$ cat src/rtl/sprite_pkg.sv
// Shared types and constants for the sprite sequencer: character states,
// sprite codes, default keycodes and the state-to-sprite mapping.
package sprite_pkg;

  typedef enum logic [4:0] {
    ST,
    IH1, IH2, IH3, IH4, IH5,
    IS1, IS2, IS3, IS4, IS5,
    F1, F2, F3, F4,
    P1, P2, P3, P4,
    D
  } state_t;

  typedef enum logic [2:0] {
    K_NONE, K_HIGH, K_LOW, K_FWD, K_BACK, K_DUCK
  } key_t;

  localparam logic [7:0] SPR_ST  = 8'd0;
  localparam logic [7:0] SPR_IH1 = 8'd1,  SPR_IH2 = 8'd2,  SPR_IH3 = 8'd3,  SPR_IH4 = 8'd4,  SPR_IH5 = 8'd5;
  localparam logic [7:0] SPR_IS1 = 8'd6,  SPR_IS2 = 8'd7,  SPR_IS3 = 8'd8,  SPR_IS4 = 8'd9,  SPR_IS5 = 8'd10;
  localparam logic [7:0] SPR_F1  = 8'd11, SPR_F2  = 8'd12, SPR_F3  = 8'd13, SPR_F4  = 8'd14;
  localparam logic [7:0] SPR_P1  = 8'd15, SPR_P2  = 8'd16, SPR_P3  = 8'd17, SPR_P4  = 8'd18;
  localparam logic [7:0] SPR_D   = 8'd19;

  localparam logic [7:0] DEF_KEY_HIGH = 8'h1A;
  localparam logic [7:0] DEF_KEY_LOW  = 8'h16;
  localparam logic [7:0] DEF_KEY_FWD  = 8'h07;
  localparam logic [7:0] DEF_KEY_BACK = 8'h04;
  localparam logic [7:0] DEF_KEY_DUCK = 8'h1D;

  function automatic logic [7:0] state_to_sprite(input state_t s);
    case (s)
      IH1:     return SPR_IH1;
      IH2:     return SPR_IH2;
      IH3:     return SPR_IH3;
      IH4:     return SPR_IH4;
      IH5:     return SPR_IH5;
      IS1:     return SPR_IS1;
      IS2:     return SPR_IS2;
      IS3:     return SPR_IS3;
      IS4:     return SPR_IS4;
      IS5:     return SPR_IS5;
      F1:      return SPR_F1;
      F2:      return SPR_F2;
      F3:      return SPR_F3;
      F4:      return SPR_F4;
      P1:      return SPR_P1;
      P2:      return SPR_P2;
      P3:      return SPR_P3;
      P4:      return SPR_P4;
      D:       return SPR_D;
      default: return SPR_ST;
    endcase
  endfunction

  function automatic logic is_attack(input state_t s);
    return (s >= IH1) && (s <= IS5);
  endfunction

endpackage

$ cat src/rtl/sprite_sequencer_frame_tick_gen.sv
// Brings the asynchronous active-low vsync into the Clk domain and emits a
// registered one-cycle pulse at the end of each sync pulse (rising edge).
module frame_tick_gen (
  input  logic clk,
  input  logic rst,
  input  logic vs,
  output logic frame_tick
);

  logic vs_s1, vs_s2, vs_d;

  // Flops reset high so an idle (high) vsync never produces a tick on release.
  always_ff @(posedge clk or posedge rst) begin
    if (rst) begin
      vs_s1      <= 1'b1;
      vs_s2      <= 1'b1;
      vs_d       <= 1'b1;
      frame_tick <= 1'b0;
    end else begin
      vs_s1      <= vs;
      vs_s2      <= vs_s1;
      vs_d       <= vs_s2;
      frame_tick <= vs_s2 & ~vs_d;
    end
  end

endmodule

$ cat src/rtl/sprite_sequencer.sv
// Frame-synchronous character animation FSM: steps once per frame_tick,
// attacks run to completion, walk/duck follow the held key.
module sprite_sequencer
  import sprite_pkg::*;
#(
  parameter int         HOLD_FRAMES = 4,
  parameter logic [7:0] KEY_HIGH    = DEF_KEY_HIGH,
  parameter logic [7:0] KEY_LOW     = DEF_KEY_LOW,
  parameter logic [7:0] KEY_FWD     = DEF_KEY_FWD,
  parameter logic [7:0] KEY_BACK    = DEF_KEY_BACK,
  parameter logic [7:0] KEY_DUCK    = DEF_KEY_DUCK
) (
  input  logic       Clk,
  input  logic       Reset,
  input  logic       vs,
  input  logic [7:0] keycode,
  output logic [7:0] Sprite,
  output logic       busy,
  output logic       frame_tick,
  output logic [4:0] state_dbg
);

  localparam int HW = $clog2(HOLD_FRAMES + 1);

  state_t          state, state_next;
  key_t            key;
  logic [HW-1:0]   hold_cnt;
  logic            step;

  frame_tick_gen u_tick (
    .clk        (Clk),
    .rst        (Reset),
    .vs         (vs),
    .frame_tick (frame_tick)
  );

  assign state_dbg = state;
  assign step      = frame_tick && (hold_cnt == HW'(HOLD_FRAMES - 1));

  always_comb begin
    key = K_NONE;
    if      (keycode == KEY_HIGH) key = K_HIGH;
    else if (keycode == KEY_LOW)  key = K_LOW;
    else if (keycode == KEY_FWD)  key = K_FWD;
    else if (keycode == KEY_BACK) key = K_BACK;
    else if (keycode == KEY_DUCK) key = K_DUCK;
  end

  // Keycode only matters in the frame_tick cycle; all transitions happen there.
  always_comb begin
    state_next = state;
    if (frame_tick) begin
      case (state)
        ST: begin
          case (key)
            K_HIGH:  state_next = IH1;
            K_LOW:   state_next = IS1;
            K_FWD:   state_next = F1;
            K_BACK:  state_next = P1;
            K_DUCK:  state_next = D;
            default: state_next = ST;
          endcase
        end
        IH1, IH2, IH3, IH4, IS1, IS2, IS3, IS4:
          if (step) state_next = state_t'(state + 5'd1);
        IH5, IS5:
          if (step) state_next = ST;
        F1, F2, F3, F4: begin
          if (key != K_FWD)   state_next = ST;
          else if (step)      state_next = (state == F4) ? F1 : state_t'(state + 5'd1);
        end
        P1, P2, P3, P4: begin
          if (key != K_BACK)  state_next = ST;
          else if (step)      state_next = (state == P4) ? P1 : state_t'(state + 5'd1);
        end
        D:
          if (key != K_DUCK) state_next = ST;
        default: state_next = ST;
      endcase
    end
  end

  // Holding the counter at zero while in ST makes every entry start a fresh hold.
  always_ff @(posedge Clk or posedge Reset) begin
    if (Reset) begin
      state    <= ST;
      hold_cnt <= '0;
      Sprite   <= SPR_ST;
      busy     <= 1'b0;
    end else begin
      state  <= state_next;
      Sprite <= state_to_sprite(state_next);
      busy   <= is_attack(state_next);
      if (frame_tick) begin
        if (step || state == ST) hold_cnt <= '0;
        else                     hold_cnt <= hold_cnt + HW'(1);
      end
    end
  end

endmodule

$ cat config.mk
export PLATFORM = sky130hd
export DESIGN_NAME = sprite_sequencer
export DESIGN_NICKNAME = d
export VERILOG_FILES = /design/src/rtl/sprite_pkg.sv /design/src/rtl/sprite_sequencer_frame_tick_gen.sv /design/src/rtl/sprite_sequencer.sv
export SDC_FILE = /design/constraint.sdc
export NUM_CORES = 1
export LEC_CHECK = 0
export ABC_CLOCK_PERIOD_IN_PS = 7000
export BUFFER_PORTS_ARGS = -buffer_cell sky130_fd_sc_hd__buf_2
export CAP_MARGIN = 15
export CORE_ASPECT_RATIO = 1.4
export CORE_MARGIN = 2
export CORE_UTILIZATION = 60
export DETAILED_ROUTE_END_ITERATION = 12
export MAX_ROUTING_LAYER = met4
export PLACE_DENSITY = 0.84
export SLEW_MARGIN = 20
export SYNTH_ARGS = -nofsm -noshare
export SYNTH_HDL_FRONTEND = slang
export SYNTH_SLANG_ARGS = --single-unit
$ cat constraint.sdc
create_clock -name Clk -period 7 [get_ports Clk]
set_input_delay 0.35 -clock Clk [delete_from_list [all_inputs] [get_ports Clk]]
set_output_delay 0.35 -clock Clk [all_outputs]
set_load 0.1 [all_outputs]
==> results of run 1 <==
[final timing paths]
| check | end | slack [ns] |
|---|---|---|
| hold / removal | Sprite[1] | 0.12 |
| setup reg to reg | busy | 4.16 |
| hold reg to reg | u_tick.vs_s2 | 0.37 |
| setup / recovery | busy | 4.16 |
| max in group asynchronous | state_dbg[0] | 6.47 |
| min in group Clk | u_tick.vs_s1 | 0.14 |
[per-stage QoR]
step           setup WS [ns]  utilization, %
2_1_floorplan          3.819               -
3_3_place_gp           4.392           66.46
3_5_place_dp           4.228           66.46
4_1_cts                4.229           67.97
5_1_grt                4.037           67.97
6_report               4.162           67.97
[power by group through the flow]
stage | Sequential, uW | Clock, uW | Combinational [uW]
4_1_cts | 109 | 64.5 | 35.8
2_1_floorplan | 118 | 0 | 21.9
6_report | 109 | 63.3 | 36.0
3_3_place_gp | 111 | 0 | 34.8
5_1_grt | 110 | 68.7 | 38.6
3_5_place_dp | 111 | 0 | 35.7
[cell type report]
cell class	count	area share, %
inverters	12	2.771
flip-flops and latches	18	27.94
multi-input cells	126	57.66
well taps	34	2.617
repair buffers	22	6.774
clock buffers	4	2.232
[flip-flops by register name, summed over array words and instances, names as in the netlist]
register           count
state_dbg              5
u_tick.frame_tick      1
u_tick.vs_s1           1
u_tick.vs_s2           1
u_tick.vs_d            1
hold_cnt               3
busy                   1
Sprite                 5
[logic make-up after synthesis]
| family | count (synthesis) | synth area share, % |
|---|---|---|
| adder cells (fa/ha/maj) | 7 | 5.756 |
| AO/OA/AOI/OAI | 51 | 25.74 |
| other | 1 | 0.2465 |
| buffers and inverters | 23 | 9.046 |
| multiplexers | 1 | 0.6579 |
| XOR/XNOR | 4 | 2.303 |
| AND/OR/NAND/NOR | 60 | 26.40 |
| flip-flops | 18 | 29.85 |
[synthesized netlist by cell type, types with 3 or more instances]
cell type  instances  area (um2)
ha_1               7       87.58
nand2_1           10       37.54
nor2_2             3       18.77
o211ai_1           3       22.52
o21ai_2            3       26.28
and4_1             3       26.28
inv_1             11       41.29
and2_1             3       18.77
a21oi_2            3       26.28
dfrtp_1           15       375.4
buf_4              5       37.54
a21oi_1           11       55.05
a31o_2             3       26.28
xnor2_1            3       26.28
dfstp_2            3       78.83
nand3_1            4       20.02
o22ai_1            3       18.77
a211oi_1           3       22.52
nor2_1            12       45.04
buf_6              4       45.04
[layer usage]
metal	GRT usage, %	vias to the layer above	share of wire, %
met3	2.292	16	3.8
met4	16.79	0	4.4
met5	-	-	0
met1	34.57	652	38
met2	46.18	53	54
li1	-	645	-
==> summary.md, run 1 <==
| Metric | Value |
|---|---|
| CTS Root Cell | `clkbuf_4` |
| Setup_tns | `0 ns` |
| Unrepaired setup endpoints after global routing | `no` |
| Asr flop ratio synth | `100.0%` |
| Fillers | `192` |
| Internal Power | `147.5 uW` |
| CP max stage delay | `0.71 ns` |
| First-pass GRT wire length | `6216 um` |
| CP cell instances | `inv_1 > ha_1 > nor4bb_1 > nand2_1 > a21boi_0 > o31a_1 > nor2_2 > and4_1 > nor3_2` |
| Critical-path maximum fanout | `10` |
| Cells after synthesis | `165` |
| Max_slew headroom | `50.74%` |
| Worst-Margin Slew | `0.7289 ns` |
| CTS sink cnt | `18` |
| Layout Cells excl Fill | `216` |
| Setup repair bufs after CTS | `0` |
| Worst hold path class | `in -> async` |
| Pleak | `0.0007591 uW` |
| Die area | `2960 um2` |
| Most common cell after layout, fill and taps aside | `buf_2` |
| Area of the multi-input gates | `937.1 um2` |
| VDD IR max | `0.1394 mV` |
| Critical path's slowest cell | `nor4bb_1` |
| Fin crit share | `40.55%` |
| Global Route Usage Sum | `29.10%` |
| Max cap viols | `0` |
| DR vias | `1366` |
| Placed cell count | `212` |
| Crit. Startpoint | `state_dbg[0]` |
| Placed cell area | `1589 um2` |
| Placement row count | `21` |
| Synth-to-layout area growth | `6.826%` |
| Worst EP required | `7.23 ns` |
| Clock power frac | `30.3%` |
| Synth unique cells | `61` |
| Core area | `2391 um2` |
| Fmax achieved | `352.3 MHz` |
| Crit path buffers/inverters | `1` |
| Clock-pin transition on the worst setup and hold timing paths | `0.10 ns` |
| Kind of critical path | `reg -> reg` |
| Detailed Route Iter0 Violations | `90` |
| Hold-fix buffer count after cts | `0` |
| Most frequent cells in the layout | `22 x buf_2, 15 x dfrtp_1, 12 x nor2_1` |
| CP top delay family | `simple AND/OR/NAND/NOR gates` |
| Avg Inst Size Synth | `9.221 um2` |
| IO Port Bufs | `22` |
| Final setup vio count | `0` |
| Post-Syn Area | `1521 um2` |
| Post-route cell area | `1625 um2` |
| Pwr dens | `128.4 nW/um2` |
| Min Hold Slack | `0.1217 ns` |
| DPL Wire Length | `2803 um` |
| Reg2reg path depth | `9` |
| #FFs+latches synth | `18` |
| Initial Util | `63.63%` |
| CTS max path bufs | `2` |
| H-tree levels | `1` |
| CTS tree | `built` |
| Startpoint Class | `flip-flop` |
| Seq pwr share | `52.4%` |
| Share of layout cells above drive strength 1 | `29.12%` |
| Post-cts sizing count | `0` |
| Switching Share | `29.35%` |
| Minimum period implied by the final worst setup slack | `2.838 ns` |
| Worst skew pair latency | `0.30 ns` |
| Worst Skew | `0.003674 ns` |
| Routed Wire Length | `3612 um` |
| Seq/Total Area, Yosys | `29.85%` |
| Hold Vio Cnt, Final | `0` |
| WL/cell | `16.72 um` |
| Nets | `201` |
| Worst Path Arrival | `3.07 ns` |
| Worst setup EP type | `flip-flop` |
| # IOs | `26` |
| Grt total ovfl | `0` |
| Combinational share of power | `17.2%` |
| Worst path depth | `9` |
| Post-route total power | `208.7 uW` |
| Pre-antenna DRT Iters | `4` |
| Main flop type after synthesis | `dfrtp_1` |
| P_sw | `61.27 uW` |
| Antenna Nets Post-Route | `0` |
| Status | `finished clean` |
| Pin count of the biggest net entering global routing | `21` |
| Final Max Slew Viols | `0` |
| Vias in the first global route | `1383` |
| Die Y-Extent | `63.58 um` |
| Worst r2r src | `state_dbg[0]` |
| Final GP Congestion | `0.9812` |
| CTS Buf Count | `3` |
| DRC Markers | `0` |
| Synth warn | `0` |
| Vias/cell | `6.324` |
| Storage element area | `454.2 um2` |
| Post-synth EDFFs | `0` |
| Initial antenna violation count | `0` |
| Die W | `46.56 um` |
| # diodes | `0` |
No activity file was read; power rests on OpenSTA's default activity.
==> run 2, diff against run 1 <==
--- a/config.mk
+++ b/config.mk
@@ -5,15 +5,15 @@
 export SDC_FILE = /design/constraint.sdc
 export NUM_CORES = 1
 export LEC_CHECK = 0
-export ABC_CLOCK_PERIOD_IN_PS = 7000
+export ABC_CLOCK_PERIOD_IN_PS = 2700
 export BUFFER_PORTS_ARGS = -buffer_cell sky130_fd_sc_hd__buf_2
 export CAP_MARGIN = 15
 export CORE_ASPECT_RATIO = 1.4
 export CORE_MARGIN = 2
-export CORE_UTILIZATION = 60
+export CORE_UTILIZATION = 56
 export DETAILED_ROUTE_END_ITERATION = 12
 export MAX_ROUTING_LAYER = met4
-export PLACE_DENSITY = 0.84
+export PLACE_DENSITY = 0.8
 export SLEW_MARGIN = 20
 export SYNTH_ARGS = -nofsm -noshare
 export SYNTH_HDL_FRONTEND = slang
==> constraint.sdc (replaced) <==
create_clock -name Clk -period 2.7 [get_ports Clk]
set_input_delay 0.135 -clock Clk [delete_from_list [all_inputs] [get_ports Clk]]
set_output_delay 0.135 -clock Clk [all_outputs]
set_load 0.1 [all_outputs]
==> run 2 against run 1 <==
Setup slack worse by 4.1 ns; final cell count up 5.6%; register-to-register slack worse by 4.1 ns; fmax up 8.7%; largest power group unchanged; highest routed layer unchanged.
==> summary.md, run 2 (synthesized netlist as in run 1, its figures left out) <==
| Metric | Value |
|---|---|
| CP cell instances | `buf_4 > ha_1 > and2_1 > a41o_2 > and2_1 > a2111oi_2 > o21ai_2 > o21ai_1 > and4_1 > nor3_2` |
| CTS Root Cell | `clkbuf_4` |
| Critical-path maximum fanout | `7 (-3)` |
| Worst EP required | `2.89 ns (-4.34 ns)` |
| WL/cell | `16.41 um (-1.9%)` |
| Pwr dens | `313.4 nW/um2 (+140%)` |
| Reg2reg path depth | `10 (+1)` |
| Detailed Route Iter0 Violations | `57 (-37%)` |
| Pre-antenna DRT Iters | `4 (unchanged)` |
| Worst hold start | `u_tick.vs_s1` |
| Placed cell area | `1660 um2 (+4.5%)` |
| # IOs | `26 (unchanged)` |
| Pleak | `0.0008043 uW (+6.0%)` |
| Worst r2r src | `state_dbg[0]` |
| Worst Skew | `0.005112 ns (+0.001438 ns)` |
| DRC Markers | `0 (unchanged)` |
| Die area | `3156 um2 (+6.6%)` |
| Share of layout cells above drive strength 1 | `35.42% (+6.3 points)` |
| R2r endpoint | `busy` |
| Unrepaired setup endpoints after global routing | `no` |
| First-pass GRT wire length | `6099 um (-1.9%)` |
| VDD IR max | `0.3228 mV (+130%)` |
| CTS sink cnt | `18 (unchanged)` |
| Setup repair bufs after CTS | `0 (unchanged)` |
| Die W | `48.05 um (+3.2%)` |
| DPL Wire Length | `2883 um (+2.9%)` |
| Grt total ovfl | `0 (unchanged)` |
| Final GP Congestion | `0.9774 (-0.39%)` |
| Max_slew headroom | `58.92% (+8.2 points)` |
| Worst Path Arrival | `2.80 ns (-0.27 ns)` |
| GR Util met3 | `2.473% (+0.18 points)` |
| Worst skew pair latency | `0.30 ns (about the same)` |
| Initial antenna violation count | `0 (unchanged)` |
| Core area | `2615 um2 (+9.4%)` |
| Die Y-Extent | `65.68 um (+3.3%)` |
| Post-route cell area | `1734 um2 (+6.7%)` |
| Minimum period implied by the final worst setup slack | `2.611 ns (-0.2275 ns)` |
| Setup_tns | `0 ns (unchanged)` |
| Synth-to-layout area growth | `13.98%` |
| Met2 usage | `42.83% (-3.3 points)` |
| Busiest layer in global routing | `met2` |
| Fmax achieved | `383.0 MHz (+8.7%)` |
| Routed Wire Length | `3741 um (+3.6%)` |
| Antenna Nets Post-Route | `0 (unchanged)` |
| IO Port Bufs | `22 (unchanged)` |
| Global Route Usage Sum | `27.85% (-1.2 points)` |
| CTS max path bufs | `2 (unchanged)` |
| H-tree levels | `1 (unchanged)` |
| CP max stage delay | `0.50 ns (-0.21 ns)` |
| Final Max Slew Viols | `0 (unchanged)` |
| Vias in the first global route | `1348 (-2.5%)` |
| Final setup vio count | `0 (unchanged)` |
| Initial Util | `58.18% (-5.4 points)` |
| Worst hold endpoint | `u_tick.vs_s2` |
| Nets | `211 (+5.0%)` |
| Fin crit share | `96.70% (+56 points)` |
| Vias/cell | `6.254 (-1.1%)` |
| Clock-pin transition on the worst setup and hold timing paths | `0.10 ns (about the same)` |
| CP dominant cell by count | `and2_1` |
| Most common cell after layout, fill and taps aside | `buf_2` |
| Critical path's slowest cell | `dfrtp_4` |
| Max cap viols | `0 (unchanged)` |
| Hold Vio Cnt, Final | `0 (unchanged)` |
| Worst-Margin Slew | `0.6155 ns (-0.1134 ns)` |
| Pin count of the biggest net entering global routing | `19 (-9.5%)` |
| # diodes | `0 (unchanged)` |
| Status | `finished clean` |
| Kind of critical path | `reg -> reg` |
| CTS tree | `built` |
| Met1 GRT Util | `33.51% (-1.1 points)` |
| Fillers | `206 (+7.3%)` |
| R2R setup slack | `0.09 ns (-4.07 ns)` |
| CTS Buf Count | `3 (unchanged)` |
| Most frequent cells in the layout | `22 x buf_2, 12 x dfrtp_1, 12 x nor2_1` |
| Hold path cells | `0` |
| Placement row count | `22 (+4.8%)` |
| DR vias | `1426 (+4.4%)` |
| Worst hold path class | `reg -> reg` |
| Startpoint Class | `flip-flop` |
| Worst setup EP type | `flip-flop` |
run 2: cell count changes in the layout (fill, tap and decap cells not counted):
| cell | previous run | this run |
|---|---|---|
| a211oi_1 | 3 | 2 |
| a211oi_2 | 0 | 1 |
| buf_4 | 0 | 8 |
| dfrtp_1 | 15 | 12 |
| dfrtp_2 | 0 | 1 |
| dfrtp_4 | 0 | 2 |
| dlygate4sd3_1 | 0 | 2 |
| ha_1 | 7 | 6 |
| ha_2 | 0 | 1 |
| nor4b_1 | 1 | 0 |
| nor4b_2 | 0 | 1 |
| o21ai_1 | 2 | 1 |
| o21ai_2 | 3 | 4 |
run 2: layout make-up:
class,count,area (um2),area share (%)
Multi-Input combinational cell,126,954.7,55.05
Timing Repair Buffer,32,190.2,10.97
Tap cell,36,45.04,2.597
Clock buffer,4,36.28,2.092
Sequential cell,18,462.9,26.70
Inverter,12,45.04,2.597
run 2: worst max-delay path: cells and delay by family, from the launching register on:
| family | cells | cell delay, ns |
|---|---|---|
| compound gates | 4 | 0.81 |
| simple gates | 4 | 0.70 |
| flops | 1 | 0.50 |
| fa+ha+maj | 1 | 0.31 |
| buf+inv | 1 | 0.17 |
run 2: timing repair:
item                                   4_1_cts  5_1_grt
setup endpoints to repair                    0        3
endpoints found under the hold margin       16        0
hold buffers                                 2        0
gates resized for setup                      0        4
run 2: where the power goes:
part | switching [uW] | total (uW) | internal, uW
clock network | 80.3 | 163 | 82.4
registers | 6.24 | 283 | 277
logic | 71.7 | 97.6 | 25.8
run 2: metal layers:
layer	share of wire [%]	vias to the layer above
li1	-	661
met1	38	690
met2	52	60
met3	4.2	15
met4	5.4	0
met5	0	-
run 2: metrics by stage:
stage          setup WS (ns)  hold slack, ns  utilization, %  std cells  power, uW
6_report             0.08913          0.3648           66.32        228      543.5
5_1_grt             0.004069          0.3701           66.32        228      561.6
4_1_cts               0.1017          0.3662           65.65        228      548.1
3_5_place_dp          0.1129          0.2414           63.49        222      382.5
3_3_place_gp          0.1613          0.2261           63.49        222      379.8
2_1_floorplan        0.02896         0.07135               -        167      361.8
run 2: how the worst max path moves through the flow:
| stage | startpoint | endpoint | slack [ns] |
|---|---|---|---|
| 2_1_floorplan | state_dbg[0] | busy | 0.03 |
| 3_3_place_gp | state_dbg[1] | busy | 0.16 |
| 3_5_place_dp | state_dbg[0] | busy | 0.11 |
| 4_1_cts | state_dbg[1] | busy | 0.10 |
| 5_1_grt | state_dbg[0] | busy | 0.004 |
| 6_report | state_dbg[0] | busy | 0.09 |
